`src/rtl/addsub_pkg.sv`:
```
// Shared types for the digit-serial add/subtract unit.
// Defines the opcode and FSM state encodings.
// No timing or flow-control behaviour lives here.
package addsub_pkg;

  localparam int OPW = 2;

  typedef enum logic [OPW-1:0] {
    OP_ADD = 2'b00,
    OP_SUB = 2'b01,
    OP_CMP = 2'b10,
    OP_RSB = 2'b11
  } op_t;

  typedef enum logic [1:0] {
    IDLE = 2'd0,
    RUN  = 2'd1,
    DONE = 2'd2
  } state_t;

endpackage

```
`src/rtl/addsub_digit.sv`:
```
// D-bit ripple adder slice built from full adders; one digit per clock in the serial unit.
// Latency: purely combinational.
// Backpressure: none; the caller sequences the digits.
module full_adder (
  input  logic a,
  input  logic b,
  input  logic ci,
  output logic s,
  output logic co
);
  assign s  = a ^ b ^ ci;
  assign co = (a & b) | (ci & (a ^ b));
endmodule

module addsub_digit #(
  parameter int D = 2
) (
  input  logic [D-1:0] x,
  input  logic [D-1:0] y,
  input  logic         cin,
  output logic [D-1:0] sum,
  output logic         cout,
  output logic         c_msb_in
);
  logic [D:0] c;

  assign c[0] = cin;

  for (genvar i = 0; i < D; i++) begin : g_fa
    full_adder u_fa (
      .a  (x[i]),
      .b  (y[i]),
      .ci (c[i]),
      .s  (sum[i]),
      .co (c[i+1])
    );
  end

  // Carry into the slice MSB; only meaningful on the final digit, where it feeds V.
  assign cout     = c[D];
  assign c_msb_in = c[D-1];
endmodule

```
`src/rtl/addsub_serial.sv`:
```
// Digit-serial ADD/SUB/CMP/RSB, D bits per clock, registered NZCV; ADDSUB_SAT_EN adds signed saturation of R.
// Latency: M/D + 1 cycles from start to a one-cycle done pulse.
// Backpressure: start is only accepted in IDLE or DONE; it is ignored while busy.
module addsub_serial
  import addsub_pkg::*;
#(
  parameter int M = 8,
  parameter int D = 2
) (
  input  logic           clk,
  input  logic           rst,
  input  logic           start,
  input  logic [OPW-1:0] op,
  input  logic [M-1:0]   A,
  input  logic [M-1:0]   B,
  output logic           busy,
  output logic           done,
  output logic [M-1:0]   R,
  output logic           C,
  output logic           N,
  output logic           V,
  output logic           Z
);
  localparam int ND = M / D;
  localparam int CW = $clog2(ND + 1);
  localparam logic [CW-1:0] LAST = CW'(ND - 1);

  state_t         state, state_nxt;
  op_t            op_q;
  op_t            op_in;
  logic [M-1:0]   x_sr, y_sr, res_sr;
  logic [M-1:0]   raw_nxt, r_commit;
  logic           cy;
  logic [CW-1:0]  cnt;
  logic           accept;
  logic           last_dig;
  logic [D-1:0]   dg_sum;
  logic           dg_cout, dg_cmsb;

  assign op_in    = op_t'(op);
  assign last_dig = (cnt == LAST);
  assign busy     = (state == RUN);
  assign done     = (state == DONE);

  always_ff @(posedge clk or posedge rst) begin
    if (rst) state <= IDLE;
    else     state <= state_nxt;
  end

  always_comb begin
    state_nxt = state;
    accept    = 1'b0;
    case (state)
      IDLE: begin
        if (start) begin
          accept    = 1'b1;
          state_nxt = RUN;
        end
      end
      RUN: begin
        if (last_dig) state_nxt = DONE;
      end
      DONE: begin
        if (start) begin
          accept    = 1'b1;
          state_nxt = RUN;
        end else begin
          state_nxt = IDLE;
        end
      end
      default: state_nxt = IDLE;
    endcase
  end

  addsub_digit #(.D(D)) u_digit (
    .x        (x_sr[D-1:0]),
    .y        (y_sr[D-1:0]),
    .cin      (cy),
    .sum      (dg_sum),
    .cout     (dg_cout),
    .c_msb_in (dg_cmsb)
  );

  // New digit enters at the top; after M/D shifts the full result is aligned.
  assign raw_nxt = (res_sr >> D) | (M'(dg_sum) << (M - D));

`ifdef ADDSUB_SAT_EN
  always_comb begin
    r_commit = raw_nxt;
    if (dg_cmsb ^ dg_cout) begin
      r_commit = raw_nxt[M-1] ? {1'b0, {(M-1){1'b1}}} : {1'b1, {(M-1){1'b0}}};
    end
  end
`else
  assign r_commit = raw_nxt;
`endif

  always_ff @(posedge clk or posedge rst) begin
    if (rst) begin
      op_q   <= OP_ADD;
      x_sr   <= '0;
      y_sr   <= '0;
      res_sr <= '0;
      cy     <= 1'b0;
      cnt    <= '0;
      R      <= '0;
      C      <= 1'b0;
      N      <= 1'b0;
      V      <= 1'b0;
      Z      <= 1'b0;
    end else if (accept) begin
      // Subtraction is X + ~Y + 1; RSB swaps the operands first.
      op_q   <= op_in;
      x_sr   <= (op_in == OP_RSB) ? B : A;
      y_sr   <= (op_in == OP_ADD) ? B : ((op_in == OP_RSB) ? ~A : ~B);
      cy     <= (op_in != OP_ADD);
      res_sr <= '0;
      cnt    <= '0;
    end else if (state == RUN) begin
      x_sr   <= x_sr >> D;
      y_sr   <= y_sr >> D;
      cy     <= dg_cout;
      res_sr <= raw_nxt;
      cnt    <= cnt + CW'(1);
      if (last_dig) begin
        C <= dg_cout;
        N <= raw_nxt[M-1];
        V <= dg_cmsb ^ dg_cout;
        Z <= (raw_nxt == '0);
        if (op_q != OP_CMP) R <= r_commit;
      end
    end
  end

endmodule

```
`config.mk`:
```
export PLATFORM = sky130hd
export DESIGN_NAME = addsub_serial
export DESIGN_NICKNAME = d
export VERILOG_FILES = /design/src/rtl/addsub_pkg.sv /design/src/rtl/addsub_digit.sv /design/src/rtl/addsub_serial.sv
export SDC_FILE = /design/constraint.sdc
export NUM_CORES = 1
export LEC_CHECK = 0
export ABC_AREA = 1
export CAP_MARGIN = 30
export CORE_ASPECT_RATIO = 2
export CORE_MARGIN = 2
export CORE_UTILIZATION = 40
export DETAILED_ROUTE_END_ITERATION = 10
export DONT_BUFFER_PORTS = 1
export SLEW_MARGIN = 10
export SYNTH_ARGS = -nofsm -noshare
export SYNTH_HDL_FRONTEND = slang
export SYNTH_HIERARCHICAL = 1
export SYNTH_SLANG_ARGS = --single-unit
```
`constraint.sdc`:
```
create_clock -name clk -period 2.5 [get_ports clk]
set_input_delay 0.5 -clock clk [delete_from_list [all_inputs] [get_ports clk]]
set_output_delay 0.5 -clock clk [all_outputs]
set_load 0.02 [all_outputs]
```
==> results.py, run 1 <==
metrics = {
    "finish": {
        "layout_common_cells": "nand2_1 (46), dfrtp_1 (42), inv_1 (34), a21oi_1 (24), o21ai_0 (22)",
        "fin_nets": 268,
        "layout-drive-gt1-share": 0.1066,
        "layout_commonest_cell": "nand2_1",
        "n_fill_cell": 529,
        "fin_util": 0.4332,
        "final_cells": 302,
        "diodes": 0,
        "areaGrowthSynthToFinish_pct": 3.937,
        "fin_area_sq_mm": 0.002246,
    },
    "grt": {
        "grt_pass1_vias": 1651,
        "globalRouteTotalUtil": 0.1598,
        "antenna_found_initial": 0,
        "globalRoute.totalOverflow": 0,
        "grt_max_degree": 43,
        "grt_first_pass_wirelength_mm": 7.507,
    },
    "die": {
        "die_w_um": 55.97,
        "core-area_sq_mm": 0.005185,
        "io_pins": 35,
        "rows": 37,
        "initial_core_util": 0.4167,
        "dieArea_sq_mm": 0.006041,
        "die_y_um": 107.9,
    },
    "pwr": {
        "finalPower_mw": 2.958,
        "ir_worst_vdd_mv": 0.6166,
        "powerDensity_mw_per_mm2": 1317,
        "p_leak_nw": 1.099,
    },
    "route": {
        "vias": 1612,
        "post-route-drc-count": 0,
        "wl_mm": 4.474,
        "drt_iter0_drc": 48,
        "ant_nets": 0,
        "first_pass_iters": 4,
        "wire_per_inst_um": 14.81,
        "viasPerCell": 5.338,
    },
    "run": {
        "cap_violations": 0,
    },
    "clock_network": {
        "post_cts_resized": 0,
        "numCtsBuffers": 5,
        "clkLatencyLatePin_ns": 0.29,
        "cts_setup_buffers": 0,
        "cts_tree": "yes",
        "cts.clk_slew.worst_paths_ns": 0.08,
        "cts_buffer_depth": 2,
        "cts-root-buf": "clkbuf_8",
        "h-tree-depth": 2,
        "cts.sinks": 42,
        "hold_buffers": 0,
    },
    "yosys": {
        "syn-num-nets": 272,
        "synthCells": 247,
        "ys_types": 26,
        "ys.warnings.count": 6,
        "yosysSeqAreaShare": 0.4864,
        "synthArstFlopShare": 1.000,
        "synth-main-ff-cell": "dfrtp_1",
        "synth_seq_cells": 42,
        "synth_edf_count": 0,
        "syn_area_sq_mm": 0.002161,
        "avgSynthCellArea_sq_um": 8.748,
    },
    "timing": {
        "whs_ns": 0.2263,
        "setup_ws_ns": 0.6955,
        "layout_min_cycle_time_ns": 1.804,
        "tns_ns": 0,
        "maxSlewViolCount": 0,
        "worst_slew_pin_slew_ns": 0.7217,
        "hold_viol": 0,
        "finalClockSkew_ns": 0.008536,
        "fmax_ghz": 0.5542,
        "finalSetupViolCount": 0,
        "rsz0062_at_grt": "no",
        "slew-limit-headroom": 0.5177,
        "period_share": 0.7218,
    },
    "place": {
        "io_buffers": 0,
        "dpl_cell_area_sq_mm": 0.002137,
        "hpwl_mm": 3.110,
        "routabilityCongestion": 0.7658,
        "dpl.cell_count": 294,
        "dp_slack_ns": 0.7087,
    },
    "setup_path": {
        "cp.required_ns": 2.73,
        "regToRegSetupSlack_ns": 0.70,
        "critPathLaunchType": "register",
        "endpoint_kind": "register",
        "cp.arrival_ns": 2.04,
        "timing.rr.start": "x_sr[0]",
        "crit_type": "register to register",
        "cp_max_fo": 4,
        "reg2reg_to": "Z",
        "r2r.worst_path.cells": 7,
    },
    "worst_hold_path": {
        "hold_class": "primary input to asynchronous set/reset pin",
    },
    "status": {
        "status": "complete, no violations",
    },
}
## area by class of cell
type | count | area [sq um] | area share
clock buffer | 5 | 68.82 | 0.03064
clock inverter | 3 | 40.04 | 0.01783
inverter | 34 | 127.6 | 0.05682
tap | 58 | 72.57 | 0.03231
timing repair buffer | 1 | 7.507 | 0.003343
multi-input combinational | 159 | 878.3 | 0.3911
sequential | 42 | 1051 | 0.4680
## kinds of logic after synthesis
group / synth area share
AND/OR/NAND/NOR: 0.1708
buffers and inverters: 0.1071
XOR/XNOR: 0.004054
flip-flops: 0.4864
AO/OA/AOI/OAI: 0.2015
adder cells (fa/ha/maj): 0.03011
## report_power, final
| part | total (mW) | internal, mW | switching, mW |
|---|---|---|---|
| logic | 1.17 | 0.406 | 0.760 |
| clock network | 0.528 | 0.294 | 0.234 |
| registers | 1.26 | 0.993 | 0.271 |
## critical path: stages (launching register included)
cell     delay, ns
dfrtp_1       0.41
fa_1          0.48
fa_1          0.43
inv_1         0.13
nand4_1       0.10
nor2_1        0.09
nand2_1       0.05
nand2_1       0.05
## layer usage
| metal | up-vias | wire length (um) | GRT usage |
|---|---|---|---|
| li1 | 796 | - | - |
| met5 | - | 0 | 0 |
| met2 | 40 | 2419 | 0.2983 |
| met1 | 769 | 1797 | 0.1695 |
| met3 | 7 | 187 | 0.03469 |
| met4 | 0 | 70 | 0.06633 |
## Yosys cell counts (3+ instances only)
master / count / area share
nand2_1: 46 / 0.080
dfrtp_1: 42 / 0.49
inv_1: 34 / 0.059
a21oi_1: 24 / 0.056
o21ai_0: 22 / 0.051
nor2_1: 15 / 0.026
nand3_1: 12 / 0.028
o21ai_2: 8 / 0.032
o211ai_1: 7 / 0.024
o22ai_1: 7 / 0.020
buf_6: 6 / 0.031
buf_4: 3 / 0.010
nand2_2: 3 / 0.0087
## sequential cells by signal (all words and copies together) (netlist names)
name / count
R: 8
x_sr: 8
y_sr: 8
res_sr: 6
cnt: 3
op_q: 2
state: 2
C: 1
N: 1
V: 1
Z: 1
cy: 1
## how the worst max path moves through the flow
stage / end / slack (ns) / startpoint
3_5_place_dp: Z / 0.71 / x_sr[0]
6_report: Z / 0.70 / x_sr[0]
4_1_cts: Z / 0.68 / x_sr[0]
5_1_grt: Z / 0.56 / x_sr[0]
3_3_place_gp: Z / 0.74 / x_sr[0]
2_1_floorplan: Z / 0.79 / x_sr[0]
No activity file was read; power rests on OpenSTA's default activity.
==> run 2, diff against run 1 <==
ABC_AREA = 0   (was 1)
clock period = 1.6 ns   (was 2.5 ns; I/O delays follow)
==> results.py, run 2 <==
metrics = {
    "grt": {
        "globalRoute.totalOverflow": 0,
        "grt.met1_usage": 0.1753,
        "antenna_found_initial": 0,
        "grt_first_pass_wirelength_mm": 7.734,
        "grt_max_degree": 43,
        "globalRouteTotalUtil": 0.1655,
        "grt_pass1_vias": 1658,
        "grtUsageMet2": 0.3121,
        "grt-busiest-layer": "met2",
        "gr-usage-met3": 0.03125,
    },
    "finish": {
        "n_fill_cell": 495,
        "areaGrowthSynthToFinish_pct": 13.06,
        "layout_commonest_cell": "dfrtp_1",
        "multi_input_area_sq_mm": 0.001031,
        "layout_common_cells": "dfrtp_1 (41), mux2i_1 (19), buf_4 (19), nand2_1 (16)",
        "diodes": 0,
        "fin_nets": 227,
        "reg_top3": "R (8), x_sr (8), y_sr (8)",
        "regArea_sq_mm": 0.001052,
        "layout-drive-gt1-share": 0.2611,
        "fin_area_sq_mm": 0.002437,
    },
    "yosys": {
        "yosys-top-cells-count": "dfrtp_1 (42), mux2i_1 (19), nand2_1 (16), mux2_2 (10), a211oi_1 (9)",
        "synth_seq_cells": 42,
        "ys_types": 35,
        "synthCells": 186,
        "syn-num-nets": 211,
        "yosys.area.top_type": "dfrtp_1",
        "avgSynthCellArea_sq_um": 11.59,
        "synth_edf_count": 0,
        "yosysMostFrequentCell": "dfrtp_1",
        "synth-main-ff-cell": "dfrtp_1",
        "synth_area_leaders": "dfrtp_1 (49%), mux2i_1 (8.8%), mux2_2 (5.2%)",
        "netlist.area_leader.share": 0.4875,
        "yosysSeqAreaShare": 0.4875,
        "ys.warnings.count": 6,
        "syn_area_sq_mm": 0.002156,
        "synthArstFlopShare": 1.000,
    },
    "setup_path": {
        "crit_end": "Z",
        "cpMaxStageDelayCell": "fa_2",
        "crit_family": "adder cells",
        "r2r.worst_path.cells": 5,
        "reg2reg_to": "Z",
        "crit_type": "register to register",
        "crit_top_cell": "fa_2",
        "crit_start": "cy",
        "path_buf_inv": 0,
        "cp_num_cells": 5,
        "cp.arrival_ns": 1.99,
        "slowest_delay_ns": 0.45,
        "cp.required_ns": 1.81,
        "endpoint_kind": "register",
        "critPathLaunchType": "register",
        "timing.rr.start": "cy",
        "cp_max_fo": 2,
        "regToRegSetupSlack_ns": -0.18,
        "cp_cell_sequence": "fa_2 -> fa_2 -> nor4_2 -> nand2_1 -> o21ai_1",
    },
    "clock_network": {
        "hold_buffers": 0,
        "h-tree-depth": 2,
        "cts-root-buf": "clkbuf_8",
        "cts_buffer_depth": 2,
        "numCtsBuffers": 5,
        "clkLatencyLatePin_ns": 0.29,
        "cts.clk_slew.worst_paths_ns": 0.08,
        "cts.sinks": 42,
        "cts_tree": "yes",
    },
    "pwr": {
        "powerDensity_mw_per_mm2": 2090,
        "combPwrFrac": 0.449,
        "seqPwrFrac": 0.420,
        "power_frac_clock": 0.131,
        "p_leak_nw": 1.114,
        "finalPower_mw": 5.095,
        "p_sw_mw": 1.988,
        "ir_worst_vdd_mv": 1.206,
        "swShare": 0.3901,
        "internal-power_mw": 3.107,
    },
    "die": {
        "core-area_sq_mm": 0.005185,
        "die_w_um": 55.91,
        "io_pins": 35,
        "rows": 37,
        "dieArea_sq_mm": 0.006028,
        "die_y_um": 107.8,
        "initial_core_util": 0.4158,
    },
    "place": {
        "hpwl_mm": 3.489,
        "dpl_cell_area_sq_mm": 0.002273,
        "dp_slack_ns": -0.2176,
        "routabilityCongestion": 0.7627,
        "io_buffers": 0,
    },
    "timing": {
        "slew-limit-headroom": 0.6584,
        "maxSlewViolCount": 0,
        "layout_min_cycle_time_ns": 1.776,
        "hold_viol": 0,
        "finalSetupViolCount": 5,
        "rsz0062_at_grt": "yes",
        "period_share": 1.110,
        "setup_ws_ns": -0.1760,
        "finalClockSkew_ns": 0.01134,
        "fmax_ghz": 0.5631,
        "worst_slew_pin_slew_ns": 0.5125,
    },
    "run": {
        "cap_violations": 0,
    },
    "worst_hold_path": {
        "hold_class": "primary input to asynchronous set/reset pin",
    },
    "route": {
        "drt_iter0_drc": 27,
        "viasPerCell": 5.709,
        "post-route-drc-count": 0,
        "vias": 1490,
        "wl_mm": 4.681,
        "wire_per_inst_um": 17.93,
        "ant_nets": 0,
        "first_pass_iters": 4,
    },
    "status": {
        "status": "finished with violations",
        "violations": "negative setup slack",
    },
}
[run 2: changes by cell type in the layout (fill, tap and decap cells not counted), moves of 11 or more]
cell / delta
mux2i_1: +19
nand2_1: -30
buf_4: +18
o21ai_0: -18
a21oi_1: -21
inv_1: -30
nand3_1: -11
[run 2: power by group through the flow]
stage,clock (mW),sequential (mW),combinational (mW)
final,0.665,2.14,2.29
after global routing,0.714,2.21,2.53
after CTS,0.679,2.15,2.22
after detailed placement,0,2.17,2.07
after global placement,0,2.14,1.98
after floorplan,0,2.01,1.54
[run 2: kinds of logic (layout without fill, tap and decap cells)]
kind of cell | Yosys count | count (layout) | synth area share
xor+xnor | 9 | 9 | 0.03657
mux | 29 | 29 | 0.1405
simple gates | 44 | 44 | 0.1097
fa+ha+maj | 4 | 4 | 0.03018
flops | 42 | 42 | 0.4875
compound gates | 41 | 41 | 0.1451
buf+inv | 17 | 34 | 0.05049
[run 2: timing repair]
action | 4_1_cts | 5_1_grt
resized for setup | 5 | 5
endpoints found under the setup margin | 9 | 8
setup buffers | 3 | 1
pin swaps | 2 | 2
[run 2: layout make-up]
type                       instances  area share
sequential                        42      0.4317
multi-input combinational        127      0.4230
timing repair buffer              21     0.07136
clock buffer                       6     0.02977
tap                               58     0.02977
inverter                           5    0.008727
clock inverter                     2    0.005647
[run 2: metal layers]
layer,vias up,wire (um)
li1,700,-
met1,745,1761
met2,36,2623
met3,9,168
met4,0,128
met5,-,0
[run 2: worst min path at each step]
stage / startpoint / endpoint / cells after the start
3_3_place_gp: rst / cnt[2] / 2
5_1_grt: rst / cnt[1] / 2
2_1_floorplan: x_sr[6] / x_sr[6] / 1
3_5_place_dp: rst / cnt[0] / 2
6_report: rst / cnt[1] / 2
4_1_cts: rst / R[0] / 2
[run 2: metrics by stage]
stage / TNS, ns / utilization / hold slack [ns] / instances
3_5_place_dp: -0.7250 / 0.4385 / 0.3804 / 249
3_3_place_gp: -0.4673 / 0.4385 / 0.3712 / 249
6_report: -0.6593 / 0.4701 / 0.04127 / 261
2_1_floorplan: -0.1560 / - / 0.4560 / 186
5_1_grt: -0.8518 / 0.4701 / 0.09530 / 261
4_1_cts: -0.6114 / 0.4648 / 0.06409 / 260
